**src/rtl/alu_pkg.sv**
```systemverilog
// Shared types and constants for the ALU response deserializer.
//   error_flags  : 6-bit error flag field carried by an error frame
//   rsp_state_t  : frame-assembly FSM states
//   PKT_BITS     : serial packet length (start, type, 8 payload, stop)
//   CRC3_POLY    : x^3+x+1 feedback taps
//   crc3_calc    : MSB-first serial CRC3 over a 37-bit frame image
package alu_pkg;

  typedef logic [5:0] error_flags;

  typedef enum logic [1:0] {IDLE, DATA, CTL_WAIT, EMIT} rsp_state_t;

  localparam int         PKT_BITS  = 11;
  localparam logic [2:0] CRC3_POLY = 3'b011;

  // Bit-serial LFSR, init 000, unrolled over the whole frame image.
  function automatic logic [2:0] crc3_calc(input logic [36:0] bits);
    logic [2:0] c;
    c = '0;
    for (int i = 36; i >= 0; i--) begin
      if (c[2] ^ bits[i]) c = {c[1:0], 1'b0} ^ CRC3_POLY;
      else                c = {c[1:0], 1'b0};
    end
    return c;
  endfunction

endpackage

```
**src/rtl/alu_pkt_rx.sv**
```systemverilog
// Serial packet receiver: start(0), type, payload[7:0], stop(1), MSB first.
//   clk, rst   : clock, synchronous active-high reset
//   sout       : serial line, idles high
//   pkt_valid  : good packet; high during the stop-bit cycle (stop bit = 1)
//   pkt_type   : 0 = DATA, 1 = CTL (qualified by pkt_valid)
//   pkt_data   : payload (qualified by pkt_valid)
//   stop_err   : stop bit sampled as 0 during the stop-bit cycle
module alu_pkt_rx import alu_pkg::*; (
  input  logic       clk,
  input  logic       rst,
  input  logic       sout,
  output logic       pkt_valid,
  output logic       pkt_type,
  output logic [7:0] pkt_data,
  output logic       stop_err
);

  localparam logic [3:0] LAST = 4'(PKT_BITS - 1);

  logic       active_q, active_d;
  logic [3:0] cnt_q, cnt_d;
  logic [8:0] sh_q, sh_d;     // {type, payload}
  logic       last;

  always_comb begin
    active_d = active_q;
    cnt_d    = cnt_q;
    sh_d     = sh_q;
    if (!active_q) begin
      // The start bit itself is count 0, so the next bit is count 1.
      if (!sout) begin
        active_d = 1'b1;
        cnt_d    = 4'd1;
      end
    end else if (cnt_q == LAST) begin
      // Drop back to idle so a start bit on the very next cycle is seen.
      active_d = 1'b0;
      cnt_d    = '0;
    end else begin
      sh_d  = {sh_q[7:0], sout};
      cnt_d = cnt_q + 4'd1;
    end
  end

  always_ff @(posedge clk) begin
    if (rst) begin
      active_q <= 1'b0;
      cnt_q    <= '0;
      sh_q     <= '0;
    end else begin
      active_q <= active_d;
      cnt_q    <= cnt_d;
      sh_q     <= sh_d;
    end
  end

  // Combinational in the stop cycle so the frame FSM can register its
  // terminating pulse on the same edge that samples the stop bit.
  assign last      = active_q && (cnt_q == LAST);
  assign pkt_valid = last && sout;
  assign stop_err  = last && !sout;
  assign pkt_type  = sh_q[8];
  assign pkt_data  = sh_q[7:0];

endmodule

```
**src/rtl/alu_rsp_deser.sv**
```systemverilog
// ALU response deserializer: assembles serial packets into result frames
// (4 DATA + 1 CTL) or single-packet error frames.
//   clk, rst            : clock, synchronous active-high reset
//   sout                : serial response line, idles high
//   rsp_valid           : 1-cycle pulse, result frame received
//   result, flags       : held until the next rsp_valid
//   crc_ok              : CRC3 check result, qualified by rsp_valid
//   err_valid           : 1-cycle pulse, error frame received
//   err_flags           : held until the next err_valid
//   parity_ok           : error-frame parity, qualified by err_valid
//   frame_err           : 1-cycle pulse, bad stop bit or bad sequence
//   busy                : frame reception in progress
// Build option: ALU_RSP_CRC_CHK_EN builds the CRC3 checker; without it
// crc_ok reads 1 on every rsp_valid.
module alu_rsp_deser import alu_pkg::*; (
  input  logic        clk,
  input  logic        rst,
  input  logic        sout,
  output logic        rsp_valid,
  output logic [31:0] result,
  output logic [3:0]  flags,
  output logic        crc_ok,
  output logic        err_valid,
  output error_flags  err_flags,
  output logic        parity_ok,
  output logic        frame_err,
  output logic        busy
);

  logic       pkt_valid, pkt_type, stop_err;
  logic [7:0] pkt_data;

  alu_pkt_rx u_rx (
    .clk       (clk),
    .rst       (rst),
    .sout      (sout),
    .pkt_valid (pkt_valid),
    .pkt_type  (pkt_type),
    .pkt_data  (pkt_data),
    .stop_err  (stop_err)
  );

  rsp_state_t  state_q, state_d;
  logic [1:0]  dcnt_q, dcnt_d;
  logic [31:0] acc_q, acc_d;       // shadow: result only updates on success
  logic [31:0] result_q, result_d;
  logic [3:0]  flags_q, flags_d;
  logic        crc_ok_q, crc_ok_d;
  error_flags  err_flags_q, err_flags_d;
  logic        parity_ok_q, parity_ok_d;
  logic        rsp_valid_q, rsp_valid_d;
  logic        err_valid_q, err_valid_d;
  logic        frame_err_q, frame_err_d;
  logic        line_act_q, line_act_d;  // a packet is on the line
  logic        seq_err;

  always_comb begin
    state_d     = state_q;
    dcnt_d      = dcnt_q;
    acc_d       = acc_q;
    result_d    = result_q;
    flags_d     = flags_q;
    crc_ok_d    = crc_ok_q;
    err_flags_d = err_flags_q;
    parity_ok_d = parity_ok_q;
    rsp_valid_d = 1'b0;
    err_valid_d = 1'b0;
    frame_err_d = 1'b0;
    seq_err     = 1'b0;

    // Mirrors the receiver's idle/active tracking for the busy output.
    line_act_d = line_act_q;
    if (!line_act_q)              line_act_d = !sout;
    else if (pkt_valid || stop_err) line_act_d = 1'b0;

    if (state_q == EMIT) begin
      state_d = IDLE;
    end else if (stop_err) begin
      seq_err = 1'b1;
    end else if (pkt_valid) begin
      case (state_q)
        IDLE: begin
          if (!pkt_type) begin
            acc_d   = {acc_q[23:0], pkt_data};
            dcnt_d  = 2'd1;
            state_d = DATA;
          end else if (pkt_data[7]) begin
            err_flags_d = pkt_data[6:1];
            parity_ok_d = (pkt_data[0] == ^pkt_data[7:1]);
            err_valid_d = 1'b1;
          end else begin
            seq_err = 1'b1;
          end
        end
        DATA: begin
          if (!pkt_type) begin
            acc_d = {acc_q[23:0], pkt_data};
            if (dcnt_q == 2'd3) begin
              dcnt_d  = '0;
              state_d = CTL_WAIT;
            end else begin
              dcnt_d = dcnt_q + 2'd1;
            end
          end else begin
            seq_err = 1'b1;
          end
        end
        CTL_WAIT: begin
          if (pkt_type && !pkt_data[7]) begin
            result_d    = acc_q;
            flags_d     = pkt_data[6:3];
`ifdef ALU_RSP_CRC_CHK_EN
            crc_ok_d    = (crc3_calc({acc_q, 1'b0, pkt_data[6:3]}) == pkt_data[2:0]);
`else
            crc_ok_d    = 1'b1;
`endif
            rsp_valid_d = 1'b1;
            state_d     = EMIT;
          end else begin
            seq_err = 1'b1;
          end
        end
        default: ;
      endcase
    end

    if (seq_err) begin
      frame_err_d = 1'b1;
      state_d     = IDLE;
      dcnt_d      = '0;
    end
  end

  always_ff @(posedge clk) begin
    if (rst) begin
      state_q     <= IDLE;
      dcnt_q      <= '0;
      acc_q       <= '0;
      result_q    <= '0;
      flags_q     <= '0;
      crc_ok_q    <= 1'b0;
      err_flags_q <= '0;
      parity_ok_q <= 1'b0;
      rsp_valid_q <= 1'b0;
      err_valid_q <= 1'b0;
      frame_err_q <= 1'b0;
      line_act_q  <= 1'b0;
    end else begin
      state_q     <= state_d;
      dcnt_q      <= dcnt_d;
      acc_q       <= acc_d;
      result_q    <= result_d;
      flags_q     <= flags_d;
      crc_ok_q    <= crc_ok_d;
      err_flags_q <= err_flags_d;
      parity_ok_q <= parity_ok_d;
      rsp_valid_q <= rsp_valid_d;
      err_valid_q <= err_valid_d;
      frame_err_q <= frame_err_d;
      line_act_q  <= line_act_d;
    end
  end

  assign rsp_valid = rsp_valid_q;
  assign result    = result_q;
  assign flags     = flags_q;
  assign crc_ok    = crc_ok_q;
  assign err_valid = err_valid_q;
  assign err_flags = err_flags_q;
  assign parity_ok = parity_ok_q;
  assign frame_err = frame_err_q;
  assign busy      = line_act_q || (state_q == DATA) || (state_q == CTL_WAIT);

endmodule

```
**config.mk**
```make
export PLATFORM = sky130hd
export DESIGN_NAME = alu_rsp_deser
export DESIGN_NICKNAME = d
export VERILOG_FILES = /design/src/rtl/alu_pkg.sv /design/src/rtl/alu_pkt_rx.sv /design/src/rtl/alu_rsp_deser.sv
export SDC_FILE = /design/constraint.sdc
export NUM_CORES = 1
export LEC_CHECK = 0
export CAP_MARGIN = 20
export CORE_MARGIN = 5
export CORE_UTILIZATION = 58
export CTS_BUF_LIST = sky130_fd_sc_hd__clkbuf_4 sky130_fd_sc_hd__clkbuf_8
export DETAILED_ROUTE_END_ITERATION = 8
export MAX_ROUTING_LAYER = met4
export PLACE_DENSITY = 0.89
export SETUP_SLACK_MARGIN = 0.05
export SKIP_CTS_REPAIR_TIMING = 1
export SLEW_MARGIN = 20
export SYNTH_ARGS = -nofsm -noshare
export SYNTH_HDL_FRONTEND = slang
export SYNTH_SLANG_ARGS = --single-unit
```
**constraint.sdc**
```tcl
create_clock -name clk -period 2.8 [get_ports clk]
set_clock_uncertainty 0.1 [all_clocks]
set_input_delay 0.56 -clock clk [delete_from_list [all_inputs] [get_ports clk]]
set_output_delay 0.56 -clock clk [all_outputs]
set_load 0.005 [all_outputs]
```
==> results.toml <==
[final_layout]
nNetsFinal = 498
layout_common_cells = "nand2_1 (149), dfxtp_1 (98), a21oi_1 (82)"
diodes = 0
n_fill_cell = 505
syn_to_final_growth_pct = 17.2
drive_above_1_share_pct = 5.49
fin_util_pct = 69.9
final_common_cell = "nand2_1"

[clock_tree]
cts_tree = "done"
clkTransAtPathRegs_ns = 0.08
clock-root-buffer = "clkbuf_8"
clock-sinks = 98
clkLatencyLatePin_ns = 0.36
htreeDepth = 3
cts_buffer_depth = 2
cts_made_buffers = 9

[placement]
gp_routability_congestion = 0.853
portBuffers = 50
place_hpwl_microns = 5220

[logic_synthesis]
synthMuxAreaShare_pct = 2.12
synth_cell_types = 35
synth_compound_area_share_pct = 13.6
yosysSeqAreaShare_pct = 51.9
ys_ff_latch = 98
syn_nets = 462
synth_fa_ha_area_share_pct = 2.31
synth-edff-count = 0
synth_area_sq_um = 3780
synth-xor-area-share_pct = 1.62
yosys_most_used_dff = "dfxtp_1"
async_flop_share_pct = 0
syn-instance-count = 452
synth.avg_cell_area_sq_um = 8.37
synthSimpleGateAreaFrac_pct = 22.9
yosysWarnings = 0
synth_top_family_by_area = "simple AND/OR/NAND/NOR gates"

[sta]
worst_pin_slew_ns = 0.841
maxSlewHeadroom_pct = 44.0
drv_slew = 0
setup_tns_ns = 0
setup_viol = 0
fmax_mhz = 380
grt_setup_unrepaired = "no"
finalHoldViolCount = 0
post-route-period-util_pct = 93.9
fin_crit_ns = 2.63

[status]
status = "finished, final reports clean"

[min_path]
hold_class = "reg -> reg"

[grt]
grt_pass1_wl_microns = 13500
antenna_found_initial = 0
grt_usage_pct = 20.1
grt_pass1_vias = 2899
gr-total-overflow = 0
grt_max_degree = 51

[power_and_ir_drop]
power.leakage_nw = 1.49
comb_power_share_pct = 2.4
p_switching_w = 0.000512
seqPwrFrac_pct = 59.7
p_per_area_nw_per_um2 = 532
ir_worst_vdd_mv = 0.540
power.share.switching_pct = 21.7
pwr-share-clk_pct = 37.9
p_int_w = 0.00185

[critical_path]
crit_path_end_kind = "output port"
crit_type = "reg -> out"
path_max_fanout = 9
max_stage_delay_ns = 0.46
start_kind = "register"
cp_data_required_time_ns = 2.14
path_buf_inv = 2
critPathSlowestCell = "clkdlybuf4s50_1"
arrival_ns = 1.97
path_cells = "inv_1, ha_1, or3_1, clkdlybuf4s50_1"
cp_top_family = "buffers and inverters"

[detailed_routing]
drtPass1Iterations = 6
drt-wirelength-per-cell_microns = 14.0
routed_wirelength_microns = 7940
vias_per_cell = 5.52
vias = 3143
route.detailed.drc = 0
drt_iter0_drc = 244
drtAntennaViolNets = 0

[die]
start_util_pct = 59.6
pin_count = 51
die_area_sq_um = 8240
fp-row-count = 29
die_w_microns = 90.8
die_y_microns = 90.8
core_sq_um = 6350

[run]
max-cap-violations = 0
==> worst min-delay path, delay by kind of cell, from the launching register on <==
kind,cells,cell delay (ns)
simple gates,1,0.05
compound gates,1,0.05
flops,1,0.32
==> Yosys cell counts (all sizes together) (3+ instances only) <==
cell	instances	area, sq um
nand2	149	559
xnor2	7	61.3
nor3	5	47.5
nor2	21	81.3
clkbuf	15	56.3
ha	7	87.6
dfxtp	98	1960
buf	15	138
a21oi	82	410
mux2i	8	80.1
or3	3	18.8
o21ai	3	15.0
inv	5	18.8
nand3	12	60.1
==> area by class of cell <==
cell class	count	area (sq um)	area share [%]
multi-input cells	319	1610	36.3
inverters	5	18.8	0.423
well taps	77	96.3	2.17
clock inverters	5	53.8	1.21
repair buffers	55	558	12.6
flip-flops and latches	98	1960	44.2
clock buffers	10	138	3.10
==> cells by family (layout without fill, tap and decap cells) <==
logic type	Yosys count	after routing
DFF	98	98
adders and majority gates	7	7
buffers and inverters	35	75
AOI/OAI and AO/OA	96	96
xor gates and xnor gates	7	7
muxes	8	8
and+or+nand+nor	201	201
==> worst paths after layout <==
check,startpoint,end,slack [ns],cells after the start
worst max-delay path,state_q[1]$_SDFFE_PP0P_,busy,0.17,4
worst min-delay path,acc_q[31]$_SDFFE_PP0P_,acc_q[31]$_SDFFE_PP0P_,0.36,2
worst max register to register,u_rx.active_q$_SDFF_PP0_,flags[1]$_SDFFE_PP0P_,0.54,6
worst min register to register,acc_q[31]$_SDFFE_PP0P_,acc_q[31]$_SDFFE_PP0P_,0.36,2
==> registers in the layout (all words and copies together) (netlist names), 2 cells and up <==
signal	flops
u_rx.sh_q	9
flags	4
state_q	2
u_rx.cnt_q	4
acc_q	32
dcnt_q	2
result	32
err_flags	6
==> stage by stage <==
stage	area, sq um	worst slack (ns)	hold WS, ns	instances	total power (W)
2_1_floorplan	3780	0.868	0.332	452	0.00148
3_3_place_gp	4240	0.397	0.337	554	0.00149
3_5_place_dp	4240	0.359	0.348	554	0.00150
4_1_cts	4440	0.164	0.361	569	0.00237
5_1_grt	4440	0.0801	0.373	569	0.00245
6_report	4440	0.170	0.359	569	0.00236
==> power groups by stage <==
| stage | clock network, W | registers (W) | logic (W) |
|---|---|---|---|
| floorplan | 0 | 0.00144 | 0.0000441 |
| global placement | 0 | 0.00144 | 0.0000533 |
| detailed placement | 0 | 0.00144 | 0.0000542 |
| CTS | 0.000910 | 0.00141 | 0.0000552 |
| global route | 0.000979 | 0.00141 | 0.0000619 |
| finish | 0.000895 | 0.00141 | 0.0000558 |
==> metal layers <==
metal / vias to the layer above / track usage (%) / routed length (microns)
met3: 17 / 3.67 / 332
li1: 1558 / - / -
met4: 0 / 7.70 / 155
met1: 1475 / 24.9 / 3480
met5: - / - / 0
met2: 93 / 32.7 / 3980
Power figures use the tool's default switching activity.
